`src/rtl/moore_seq_detector_param.sv`:
```
// Parametrised Moore serial sequence detector: KMP-style prefix tracking of an arbitrary
// pattern, runtime overlap mode, sample enable and a saturating hit counter.
module moore_seq_detector_param #(
   parameter int          PAT_LEN = 4,
   parameter logic [15:0] PATTERN = 16'b0000_0000_0000_1011,
   parameter int          CNT_W   = 8,
   localparam int         SW      = $clog2(PAT_LEN + 1)
) (
   input  logic             inputClk,
   input  logic             inputReset,
   input  logic             inputW,
   input  logic             inputEnable,
   input  logic             inputOverlap,
   output logic             outputZ,
   output logic [SW-1:0]    outputState,
   output logic [CNT_W-1:0] outputCount
);

   localparam int TAB_N = 2 ** SW;

   // Pattern bit in arrival order: index 0 is the first bit received.
   function automatic logic pat_bit(input int idx);
      return PATTERN[4'(PAT_LEN - 1 - idx)];
   endfunction

   // Longest pattern prefix that is a suffix of (prefix of length s, then bit b).
   function automatic int calc_next(input int s, input logic b);
      int   best;
      int   pos;
      logic ok;
      logic ch;
      best = 0;
      for (int k = 1; k <= PAT_LEN; k++) begin
         ok = 1'b1;
         if (k > s + 1) begin
            ok = 1'b0;
         end else begin
            for (int i = 0; i < k; i++) begin
               pos = s + 1 - k + i;
               ch  = (pos < s) ? pat_bit(pos) : b;
               if (ch != pat_bit(i)) begin
                  ok = 1'b0;
               end else begin
                  ok = ok;
               end
            end
         end
         if (ok) begin
            best = k;
         end else begin
            best = best;
         end
      end
      return best;
   endfunction

   // Longest proper suffix of the whole pattern that is also one of its prefixes.
   function automatic int calc_fail();
      int   best;
      logic ok;
      best = 0;
      for (int k = 1; k < PAT_LEN; k++) begin
         ok = 1'b1;
         for (int i = 0; i < k; i++) begin
            if (pat_bit(PAT_LEN - k + i) != pat_bit(i)) begin
               ok = 1'b0;
            end else begin
               ok = ok;
            end
         end
         if (ok) begin
            best = k;
         end else begin
            best = best;
         end
      end
      return best;
   endfunction

   localparam logic [SW-1:0]    FULL_S  = SW'(PAT_LEN);
   localparam logic [SW-1:0]    FAIL_S  = SW'(calc_fail());
   localparam logic [CNT_W-1:0] CNT_MAX = {CNT_W{1'b1}};

   logic [TAB_N-1:0][SW-1:0] next0_s;
   logic [TAB_N-1:0][SW-1:0] next1_s;

   // Transition table is constant: each entry folds to a literal at elaboration.
   for (genvar gs = 0; gs < TAB_N; gs++) begin : g_tab
      if (gs < PAT_LEN) begin : g_live
         assign next0_s[gs] = SW'(calc_next(gs, 1'b0));
         assign next1_s[gs] = SW'(calc_next(gs, 1'b1));
      end else begin : g_pad
         assign next0_s[gs] = {SW{1'b0}};
         assign next1_s[gs] = {SW{1'b0}};
      end
   end

   logic [SW-1:0]    state_q, state_d;
   logic             z_q, z_d;
   logic [CNT_W-1:0] count_q, count_d;
   logic [SW-1:0]    base_s;
   logic [SW-1:0]    step_s;

   // Collapse a completed match (overlap-dependent), then take one step on the sampled bit.
   always_comb begin
      base_s  = state_q;
      step_s  = {SW{1'b0}};
      state_d = state_q;
      z_d     = z_q;
      count_d = count_q;
      if (state_q == FULL_S) begin
         base_s = inputOverlap ? FAIL_S : {SW{1'b0}};
      end else begin
         base_s = state_q;
      end
      step_s = inputW ? next1_s[base_s] : next0_s[base_s];
      if (inputEnable) begin
         state_d = step_s;
         z_d     = (step_s == FULL_S);
         if ((step_s == FULL_S) && (count_q != CNT_MAX)) begin
            count_d = count_q + {{(CNT_W-1){1'b0}}, 1'b1};
         end else begin
            count_d = count_q;
         end
      end else begin
         state_d = state_q;
         z_d     = z_q;
         count_d = count_q;
      end
   end

   // State, Moore output and hit counter registers; reset wins over enable.
   always_ff @(posedge inputClk) begin
      if (inputReset) begin
         state_q <= {SW{1'b0}};
         z_q     <= 1'b0;
         count_q <= {CNT_W{1'b0}};
      end else begin
         state_q <= state_d;
         z_q     <= z_d;
         count_q <= count_d;
      end
   end

   assign outputZ     = z_q;
   assign outputState = state_q;
   assign outputCount = count_q;

endmodule

```
`config.mk`:
```
export PLATFORM = sky130hd
export DESIGN_NAME = moore_seq_detector_param
export DESIGN_NICKNAME = d
export VERILOG_FILES = /design/src/rtl/moore_seq_detector_param.sv
export SDC_FILE = /design/constraint.sdc
export NUM_CORES = 1
export LEC_CHECK = 0
export CORE_MARGIN = 2
export CORE_UTILIZATION = 50
export CTS_BUF_LIST = sky130_fd_sc_hd__clkbuf_4
export DETAILED_ROUTE_END_ITERATION = 8
export HOLD_SLACK_MARGIN = 0.06
export PLACE_DENSITY = 0.8
export SLEW_MARGIN = 0
export SYNTH_ARGS = -nofsm -noshare
export SYNTH_HDL_FRONTEND = slang
export SYNTH_SLANG_ARGS = --single-unit
```
`constraint.sdc`:
```
create_clock -name inputClk -period 1.4 [get_ports inputClk]
set_input_delay 0.21 -clock inputClk [delete_from_list [all_inputs] [get_ports inputClk]]
set_output_delay 0.21 -clock inputClk [all_outputs]
set_load 0.01 [all_outputs]
```
==> run metrics, run 1 <==
run status finished clean; synthesized area per cell 9.40 um^2; top-count cell post-synth dfxtp_1; Final Hold Fails 0; post-synth design cell area 733 um^2; commonest cells in the netlist 12 x dfxtp_1, 6 x nand2_1, 5 x a21oi_1, 5 x nor2_1; synth-to-layout area growth 35.8%; post-route cell area 996 um^2; Via density 5.64; Post-Place Setup Slack -0.219 ns; WHS Endpoint outputState[1]; worst setup margin about 0.067 ns; final setup vio count 0; antenna cells 0; H-Tree Depth 1; Die Wd between 40 and 50 um; Setup Buffers After CTS 0; final WL around 1.7 mm; Startpoint Class flop; highest clock rate between 0.7 and 0.8 GHz; Clock transition at path regs 0.07 ns; Lkg Pwr 0.000452 uW; multi-input logic area 432 um^2; hold_sp inputW; fraction of synthesized area in multiplexers approximately 2.9%; CTS Buffer Depth 2; worst min-delay path category input pin to flop; top cells by area, synth dfxtp_1 33%, buf_6 6.1%, a21oi_1 3.4%; Synth Register Bits 12; detailed placement HPWL ~1.3 mm; Synth async-reset ratio 0%; DIE HEIGHT 42.3 um; Crit Reg-Reg Startpoint outputCount[6]; CP Capture Type flop; Synth Area in Adders 1.71%; Worst VDD drop between 0.4 and 0.5 mV; Routed Antenna Nets 0; number of library cell types mapped by synthesis 40; WL/cell 14.0 um; Placement Cell Area 976 um^2; max_slew headroom 73.3%; Tot GR Track Use 21.4%; hold depth 4; Tmin final 1.33 ns; crit-path max FO 5; drt drc 0; Least-Margin Pin Slew about 0.39 ns; Initial Util between 50% and 60%; fin. max-slew vios 0; crit path kind flop to flop; final global-route overflow total 0; # IOs 17; area share of xor/xnor cells in the synthesized design 0%; Arr. time, crit path 1.49 ns; sequential share of the synthesized area 32.8%; first-pass GRT wire length 2.91 mm; Clock Latency Late Sink between 0.2 and 0.3 ns; IO Port Bufs 16; register area 248 um^2; Post-synth EDFFs 0; GPL Wtd Cong 0.820; Rows 13; post-synth top area share around a third; post-synthesis net count 84; clock sink count 12; Reg2Reg Depth 3; initial antenna violation count 0; drt pass-1 iters 4; via count 688; CTS Buf Count 3; RSZ-0062 raised after global routing false; Ys Warns 0; fin crit share 95.2%; post-synthesis simple-gate area fraction 30.4%; pin count of the biggest net entering global routing 9; largest family of logic cells by synthesized area simple AND/OR/NAND/NOR gates; Max Clock Skew 0.00367 ns; CTS tree yes; fin cells between 100 and 150; # fillers 111; core area 1330 um^2; R2R Setup Slk 0.07 ns; die area ~1800 um^2; share of cells above drive strength 1 29.0%; Power Density 634 nW/um^2; Starting DRT DRC Count 17; FF-to-FF End outputCount[0]; complex-gate fraction of the synthesized area 23.5%; dpl cells 119; max-cap violation count 0; ys flop type dfxtp_1; root buf cell clkbuf_4; cell taking the most area after synthesis dfxtp_1; synthesized instance count 78; critical path data required time 1.56 ns; Nets 115; vias in the first global route 645
[flip-flops by register name (all words and copies together), names as in the netlist]
name         cells
outputCount      8
outputState      3
outputZ          1
[critical path: stages (launching register included)]
cell	delay, ns
dfxtp_1	0.35
and4_4	0.22
a311oi_2	0.31
mux2_1	0.34
[cells by family after synthesis]
family,after synthesis
muxes,2
and+or+nand+nor,32
adders and majority gates,1
DFF,12
buffers and inverters,9
AOI/OAI and AO/OA,22
[per-stage QoR]
| step | power (uW) | hold slack [ns] | setup TNS, ns | util, % |
|---|---|---|---|---|
| floorplan | 397 | 0.382 | 0 | - |
| finish | 632 | 0.422 | 0 | 74.7 |
| CTS | 642 | 0.491 | 0 | 74.5 |
| global placement | 435 | 0.458 | -1.22 | 73.2 |
| global route | 662 | 0.435 | 0 | 74.7 |
| detailed placement | 437 | 0.482 | -1.46 | 73.2 |
[power breakdown]
group          switching (uW)  leakage, uW  internal (uW)
logic                    33.1     0.000338           41.9
clock network             106    0.0000138           99.5
registers                5.80    0.0000998            346
[cells in the final DEF (no fill, tap or decap), types with 2 or more instances in the layout]
cell,instances
clkbuf_4,3
nor2b_1,2
inv_1,4
a211oi_1,3
dfxtp_1,6
clkdlybuf4s50_1,3
dlygate4sd2_1,12
a41oi_1,2
a21oi_1,5
nand2_1,6
and4_4,2
and3_1,2
nand2b_1,2
o21a_1,2
buf_4,15
dfxtp_2,6
nor2_1,5
[worst max-delay path by stage]
stage,start,endpoint,cells after the start
6_report,outputCount[6],outputCount[0],3
5_1_grt,inputEnable,outputCount[0],4
4_1_cts,inputEnable,outputCount[5],5
3_5_place_dp,inputEnable,outputCount[5],5
3_3_place_gp,inputW,outputCount[0],4
2_1_floorplan,outputCount[0],outputCount[0],3
[area by class of cell]
cell class / count / area share [%]
Sequential cell: 12 / 24.9
Timing Repair Buffer: 31 / 26.1
Tap cell: 15 / 1.88
Inverter: 4 / 1.51
Multi-Input combinational cell: 57 / 43.3
Clock buffer: 3 / 2.26
[layer usage]
metal  track usage [%]  vias up  share of wire (%)
met4              5.63        0               0.99
li1                  -      354                  -
met2              33.5       13                 45
met5                 0        -                  0
met3              8.19        2                4.9
met1              27.5      319                 50
[what timing repair did]
action / 4_1_cts / 5_1_grt
resized for setup: 19 / 1
hold buffers: 0 / 0
endpoints found under the setup margin: 12 / 2
pin swaps: 0 / 1
Note: power is estimated with default switching activity, not from simulation.
==> inputs of run 2 (changes only) <==
--- a/config.mk
+++ b/config.mk
@@ -6,11 +6,10 @@
 export NUM_CORES = 1
 export LEC_CHECK = 0
 export CORE_MARGIN = 2
-export CORE_UTILIZATION = 50
+export CORE_UTILIZATION = 30
 export CTS_BUF_LIST = sky130_fd_sc_hd__clkbuf_4
 export DETAILED_ROUTE_END_ITERATION = 8
 export HOLD_SLACK_MARGIN = 0.06
-export PLACE_DENSITY = 0.8
 export SLEW_MARGIN = 0
 export SYNTH_ARGS = -nofsm -noshare
 export SYNTH_HDL_FRONTEND = slang
==> run metrics, run 2 (synthesized netlist as in run 1, its figures left out) <==
run status finished clean; post-route cell area 1070 um^2; Rows 17; CTS Buffer Depth 2; Arr. time, crit path 1.53 ns; Lkg Pwr 0.000488 uW; synth-to-layout area growth 45.6%; Placement Cell Area 1020 um^2; routed length on met2 ~890 um; fin crit share 98.2%; Post-Place Setup Slack -0.248 ns; Initial Util around a third; max FFs per register 8; clock sink count 12; final WL around 1.8 mm; Fin Hold WS 0.422 ns; WL/cell approximately 13 um; core area 2250 um^2; detailed placement HPWL 1.37 mm; Routed Antenna Nets 0; final core utilization 47.3%; Startpoint Class flop; # IOs 17; DIE HEIGHT roughly 53 um; metal1 wirelength 833 um; Tmin final 1.38 ns; IO Port Bufs 16; Worst VDD drop 0.487 mV; H-Tree Depth 1; commonest non-fill, non-tap cell in the layout buf_4; Least-Margin Pin Slew 0.470 ns; GPL Wtd Cong ~0.8; highest clock rate between 0.7 and 0.8 GHz; share of cells above drive strength 1 around a third; Die Wd 53.4 um; die area around 2900 um^2; Top Layer Used met4; final setup vio count 0; antenna cells 0; final global-route overflow total 0; max-cap violation count 0; initial antenna violation count 0; crit-path max FO 8; Starting DRT DRC Count 20; fin. max-slew vios 0; Max Clock Skew 0.00401 ns; worst setup margin ~0.025 ns; pin count of the biggest net entering global routing 9; critical path data required time roughly 1.6 ns; Final Hold Fails 0; crit path kind flop to flop; Power Density 598 nW/um^2; # hold bufs at CTS 0; drt pass-1 iters 5; Tot GR Track Use 14.9%; first-pass GRT wire length 3.07 mm; via count 743; CTS Buf Count 3; vias in the first global route 689; Clock transition at path regs roughly 0.07 ns; Clock Latency Late Sink ~0.27 ns; drt drc 0; Nets between 100 and 150; worst min-delay path category input pin to flop; root buf cell clkbuf_4; CP Capture Type flop; CTS tree yes; max_slew headroom approximately 68%; met3 WL post-DR around 87 um; Via density about 5.3; most frequent cells in the layout 20 x buf_4, 10 x dlygate4sd2_1, 9 x dfxtp_1, 6 x nand2_1
[run 2: changes by cell type in the layout (fill, tap and decap cells not counted), moves of 2 or more]
| cell | before | now |
|---|---|---|
| buf_4 | 15 | 20 |
| dlygate4sd2_1 | 12 | 10 |
| dfxtp_2 | 6 | 3 |
| dfxtp_1 | 6 | 9 |
[run 2: path summary, 6_finish.rpt]
check	startpoint	end	slack, ns	cells past startpoint
max	outputState[2]	outputCount[0]	0.02	3
min	inputW	outputState[1]	0.42	4
max reg2reg	outputState[2]	outputCount[0]	0.02	3
min reg2reg	outputZ	outputZ	0.47	2
[run 2: where the power goes]
group / total (uW) / switching, uW / internal [uW]
Sequential: 350 / 4.91 / 345
Clock: 210 / 111 / 99.5
Combinational: 78.4 / 34.5 / 43.9
[run 2: cell type report]
| class | count | area (um^2) |
|---|---|---|
| multi-input combinational | 57 | 448 |
| inverter | 4 | 15.0 |
| clock buffer | 3 | 22.5 |
| tap | 28 | 35.0 |
| sequential | 12 | 244 |
| fill | 247 | 1190 |
| timing repair buffer | 36 | 303 |
[run 2: layer usage]
| layer | track usage (%) | vias to the layer above |
|---|---|---|
| met4 | 4.70 | 0 |
| met3 | 5.93 | 2 |
| li1 | - | 368 |
| met5 | 0 | - |
| met1 | 18.2 | 358 |
| met2 | 23.7 | 15 |
[run 2: repair_timing]
item                                    4_1_cts  5_1_grt
pin swaps                                     0        2
endpoints found under the setup margin       11        4
resized for setup                            14        6
buffers inserted                              0        1
[run 2: metrics by stage]
stage	setup TNS, ns	instances	total power, uW
finish	0	140	639
global route	-0.00776	140	664
CTS	0	139	645
detailed placement	-1.30	136	436
global placement	-1.21	136	435
floorplan	0	78	397
[run 2: worst max-delay path: stages, from the launching register on]
cell	delay, ns
dfxtp_2	0.36
nand3b_1	0.22
a311oi_2	0.35
mux2_4	0.34
==> RTL change 1, RTL diff (config.mk and constraints of run 1) <==
Register the inputs `inputW`, `inputEnable` and `inputOverlap` before use, with the module's reset. The logic sees them one clock later.
--- a/src/rtl/moore_seq_detector_param.sv
+++ b/src/rtl/moore_seq_detector_param.sv
@@ -17,6 +17,22 @@
 );
 
    localparam int TAB_N = 2 ** SW;
+
+   logic inputW_q;
+   logic inputEnable_q;
+   logic inputOverlap_q;
+
+   always_ff @(posedge inputClk) begin
+      if (inputReset) begin
+         inputW_q       <= '0;
+         inputEnable_q  <= '0;
+         inputOverlap_q <= '0;
+      end else begin
+         inputW_q       <= inputW;
+         inputEnable_q  <= inputEnable;
+         inputOverlap_q <= inputOverlap;
+      end
+   end
 
    // Pattern bit in arrival order: index 0 is the first bit received.
    function automatic logic pat_bit(input int idx);
@@ -109,12 +125,12 @@
       z_d     = z_q;
       count_d = count_q;
       if (state_q == FULL_S) begin
-         base_s = inputOverlap ? FAIL_S : {SW{1'b0}};
+         base_s = inputOverlap_q ? FAIL_S : {SW{1'b0}};
       end else begin
          base_s = state_q;
       end
-      step_s = inputW ? next1_s[base_s] : next0_s[base_s];
-      if (inputEnable) begin
+      step_s = inputW_q ? next1_s[base_s] : next0_s[base_s];
+      if (inputEnable_q) begin
          state_d = step_s;
          z_d     = (step_s == FULL_S);
          if ((step_s == FULL_S) && (count_q != CNT_MAX)) begin
Check against the original RTL: not equivalent (Yosys sat finds a counterexample within 4 cycles, from zero or initial values and one cycle with inputReset high).
==> RTL change 1 against run 1 <==
- setup slack got worse by 8.4 ps
- synthesized area increased by 8.2%
- power increased by 23%
- combinational power decreased by 26%
- wire length increased by 13%
- synthesized cell count increased by 5.1%
- final area increased by 9.0%
- global-route usage increased by 0.60 points
- die area increased by 7.4%
- sequential cell count increased by 3
- critical path type is now reg -> out
==> RTL change 1: results (changes against run 1) <==
[timing]
layout_setup_ws_ps = 58.4  ; -8.41 ps
hold_ws_ps = 465  ; +43.1 ps

[finish]
fin_nets = 117  ; +1.7%
fill_cells = 112  ; +0.90%
seq_cell_count = 15  ; +3
multiInputGateArea_um2 = 459  ; +6.4%
buf_share_pct = 23.0  ; -3.1 points
nonClockBufferCount = 29  ; -6.5%
clk_share_pct = 2.76  ; +0.50 points

[logic_synthesis]
yosys-top-cells-count = dfxtp_1, inv_1, a21oi_1, nand2_1, nor2b_1
synthMuxAreaShare_pct = 3.15  ; +0.25 points
yosys.cell_types.count = 38  ; -5.0%
synthAdderAreaFrac_pct = 1.58  ; -0.13 points
synth_area_per_cell_um2 = 9.67  ; +2.9%

[worst_setup_path]
path_class = reg -> out
cp-endpoint = outputCount[0]

[drt]
routed_via_density = 5.92  ; +5.0%
dr_total_vias = 746  ; +8.4%
drt-wirelength-per-cell_um = 15.4  ; +9.7%
wl_met2_um = 871  ; +14%
dr.first_iter.drc_count = 23  ; +6
met3WireLength_um = 85  ; +1.2%

[placed_design]
pre_cts_slack_ps = -57.2  ; +162 ps
placed_cell_area_mm2 = 0.00103  ; +6.0%
gp_congestion = 0.850  ; +3.6%

[clock_tree]
path_clk_slew_ps = 90  ; +20 ps

[status]
status = complete, no violations

[power_and_ir_drop]
power_frac_comb_pct = 7.2  ; -4.7 points
cellLeakagePower_nw = 0.492  ; +8.8%
peakVddDrop_mv = 0.497  ; +1.4%

[global_routing]
met2_usage_pct = 32.1  ; -1.5 points
grt_max_degree = 11  ; +2

[RTL change 1: cell types whose count changed after synthesis, moves of 2 or more]
| cell | before | now |
|---|---|---|
| dfxtp_1 | 12 | 15 |
| a311oi_1 | 1 | 3 |
| a31oi_1 | 1 | 3 |
| buf_2 | 0 | 2 |
| buf_6 | 4 | 2 |
| nand2_1 | 6 | 4 |
| nor2_1 | 5 | 3 |
| nor2b_1 | 2 | 4 |
[RTL change 1: kinds of logic after synthesis]
kind of cell | count (synthesis)
simple gates | 32
compound gates | 22
flops | 15
buf+inv | 10
mux | 2
fa+ha+maj | 1
[RTL change 1: what timing repair did]
item / in CTS / in global routing
endpoints found under the hold margin: 0 / 0
gates resized for setup: 17 / 4
buffers inserted: 0 / 0
setup endpoints to repair: 14 / 3
pin swaps: 0 / 0
==> RTL change 2, RTL diff (config.mk and constraints of run 1) <==
Made on the original files. Set the parameter `CNT_W` to 9 (it was 8).
--- a/src/rtl/moore_seq_detector_param.sv
+++ b/src/rtl/moore_seq_detector_param.sv
@@ -3,7 +3,7 @@
 module moore_seq_detector_param #(
    parameter int          PAT_LEN = 4,
    parameter logic [15:0] PATTERN = 16'b0000_0000_0000_1011,
-   parameter int          CNT_W   = 8,
+   parameter int          CNT_W   = 9,
    localparam int         SW      = $clog2(PAT_LEN + 1)
 ) (
    input  logic             inputClk,
Ports: changed (resized outputCount); port bits go from 17 to 18. The function was not compared with the original's and may differ.
==> RTL change 2 against run 1 <==
- the run now ends with setup timing left
- count of clock-buffer cells in the layout grew 1
- synthesized area decreased by 10%
- non-clock buffer count is 10 higher
- wire length up 28%
- sequential cell count grew 1
- global-route usage is 5.8 points higher
- hold slack improved by 70 ps
- setup slack got worse by 550 ps
- power is 11% higher
- via count grew 11%
- fmax fell by 29%
- final area rose by 12%
- largest cell class unchanged
==> RTL change 2: results (changes against run 1) <==
[placed_design]
pre_cts_slack_ps = -423  ; -204 ps
dp_hpwl_um = 1310  ; -1.1%
placed_cell_area_mm2 = 0.00101  ; +3.5%
gp_congestion = 0.715  ; -13%
port_buffers = 17  ; +1

[timing]
layout_setup_ws_ps = -480  ; -546 ps
worst_slew_pin_slew_ps = 296  ; -94.1 ps
setup_tns_ps = -3090  ; -3090 ps
hold_ws_ps = 492  ; +70.1 ps
clock_skew_ps = 11.4  ; +7.77 ps
setup_viol = 11  ; +11

[clock_tree]
cts_buffers = 3  ; unchanged
hold_buffers = 0  ; unchanged
cts_setup_buffers = 1  ; +1
path_clk_slew_ps = 90  ; +20 ps
cts_resized = 20  ; +1
clock_latency_ps = 280

[global_routing]
grt_max_degree = 14  ; +5
grt_pass1_wl_um = 2850  ; -2.1%
overflow = 0  ; unchanged
grt_use_total_pct = 27.2  ; +5.8 points
met2_usage_pct = 49.6  ; +16 points
grt_pass1_vias = 690  ; +7.0%
grt_use_met1_pct = 27.5  ; about the same
met3_usage_pct = 5.56  ; -2.6 points

[drt]
routed_wl_um = 2190  ; +28%
dr_total_vias = 767  ; +11%
dr.first_iter.drc_count = 12  ; -5
met3WireLength_um = 90  ; +7.1%
wl_met2_um = 1160  ; +52%
wl_met1_um = 844  ; -0.47%

[worst_setup_path]
cp-endpoint = outputCount[7]
crit_arrival_ps = 2040  ; +550 ps
rr_startpoint = outputCount[0]
slowest_stage = mux2_2
r2r_cells = 7  ; +4
slowest_delay_ps = 390  ; +40 ps
crit_family = simple AND/OR/NAND/NOR gates
cp_max_fo = 2  ; -3

[power_and_ir_drop]
cellLeakagePower_nw = 0.494  ; +9.4%
internal_power_uw = 539  ; +11%
peakVddDrop_mv = 0.504  ; +2.9%

[logic_synthesis]
syn_nets = 81  ; -3.6%
yosys.cell_types.count = 28  ; -30%
yosysTopAreaCellShare_pct = 39.5  ; +6.8 points
yosys-top-cells-area = dfxtp_1, a21oi_1, o31ai_1, or4_1, ha_1
yosys-top-cells-count = dfxtp_1, a21oi_1, nand2_1, nor2_1
seq_area_frac_synth_pct = 39.5  ; +6.8 points
synth_cells = 74  ; -5.1%

[finish]
final_layout_size_suffix_gt1_share_pct = 39.3  ; +10 points
fin_nets = 125  ; +8.7%
largest_reg_flops = 9  ; +1

[status]
status = finished, violations left
violations = setup timing

[worst_hold_path]
min_from = outputZ
worstHoldPathCells = 2  ; -2
hp-class = reg -> reg
holdPathEnd = outputZ

## RTL change 2: power groups by stage
stage / registers, mW / logic (mW) / clock network [mW]
after floorplan: 0.388 / 0.0197 / 0
after global placement: 0.383 / 0.0665 / 0
after global routing: 0.376 / 0.0769 / 0.264
after detailed placement: 0.383 / 0.0694 / 0
final: 0.375 / 0.0724 / 0.256
after CTS: 0.374 / 0.0688 / 0.250
## RTL change 2: cells by family after synthesis
group,after synthesis,synth area share (%)
buffers and inverters,5,3.99
adders and majority gates,2,3.80
DFF,13,39.5
muxes,4,6.46
AOI/OAI and AO/OA,17,15.8
and+or+nand+nor,33,30.4
## RTL change 2: final cells by class
type                            instances  area [um2]  share of cell area (%)
Clock buffer                            4        30.0                    2.70
Inverter                                3        11.3                    1.01
Multi-Input combinational cell         56         444                    39.9
Sequential cell                        13         265                    23.8
Tap cell                               15        18.8                    1.69
Timing Repair Buffer                   41         343                    30.8
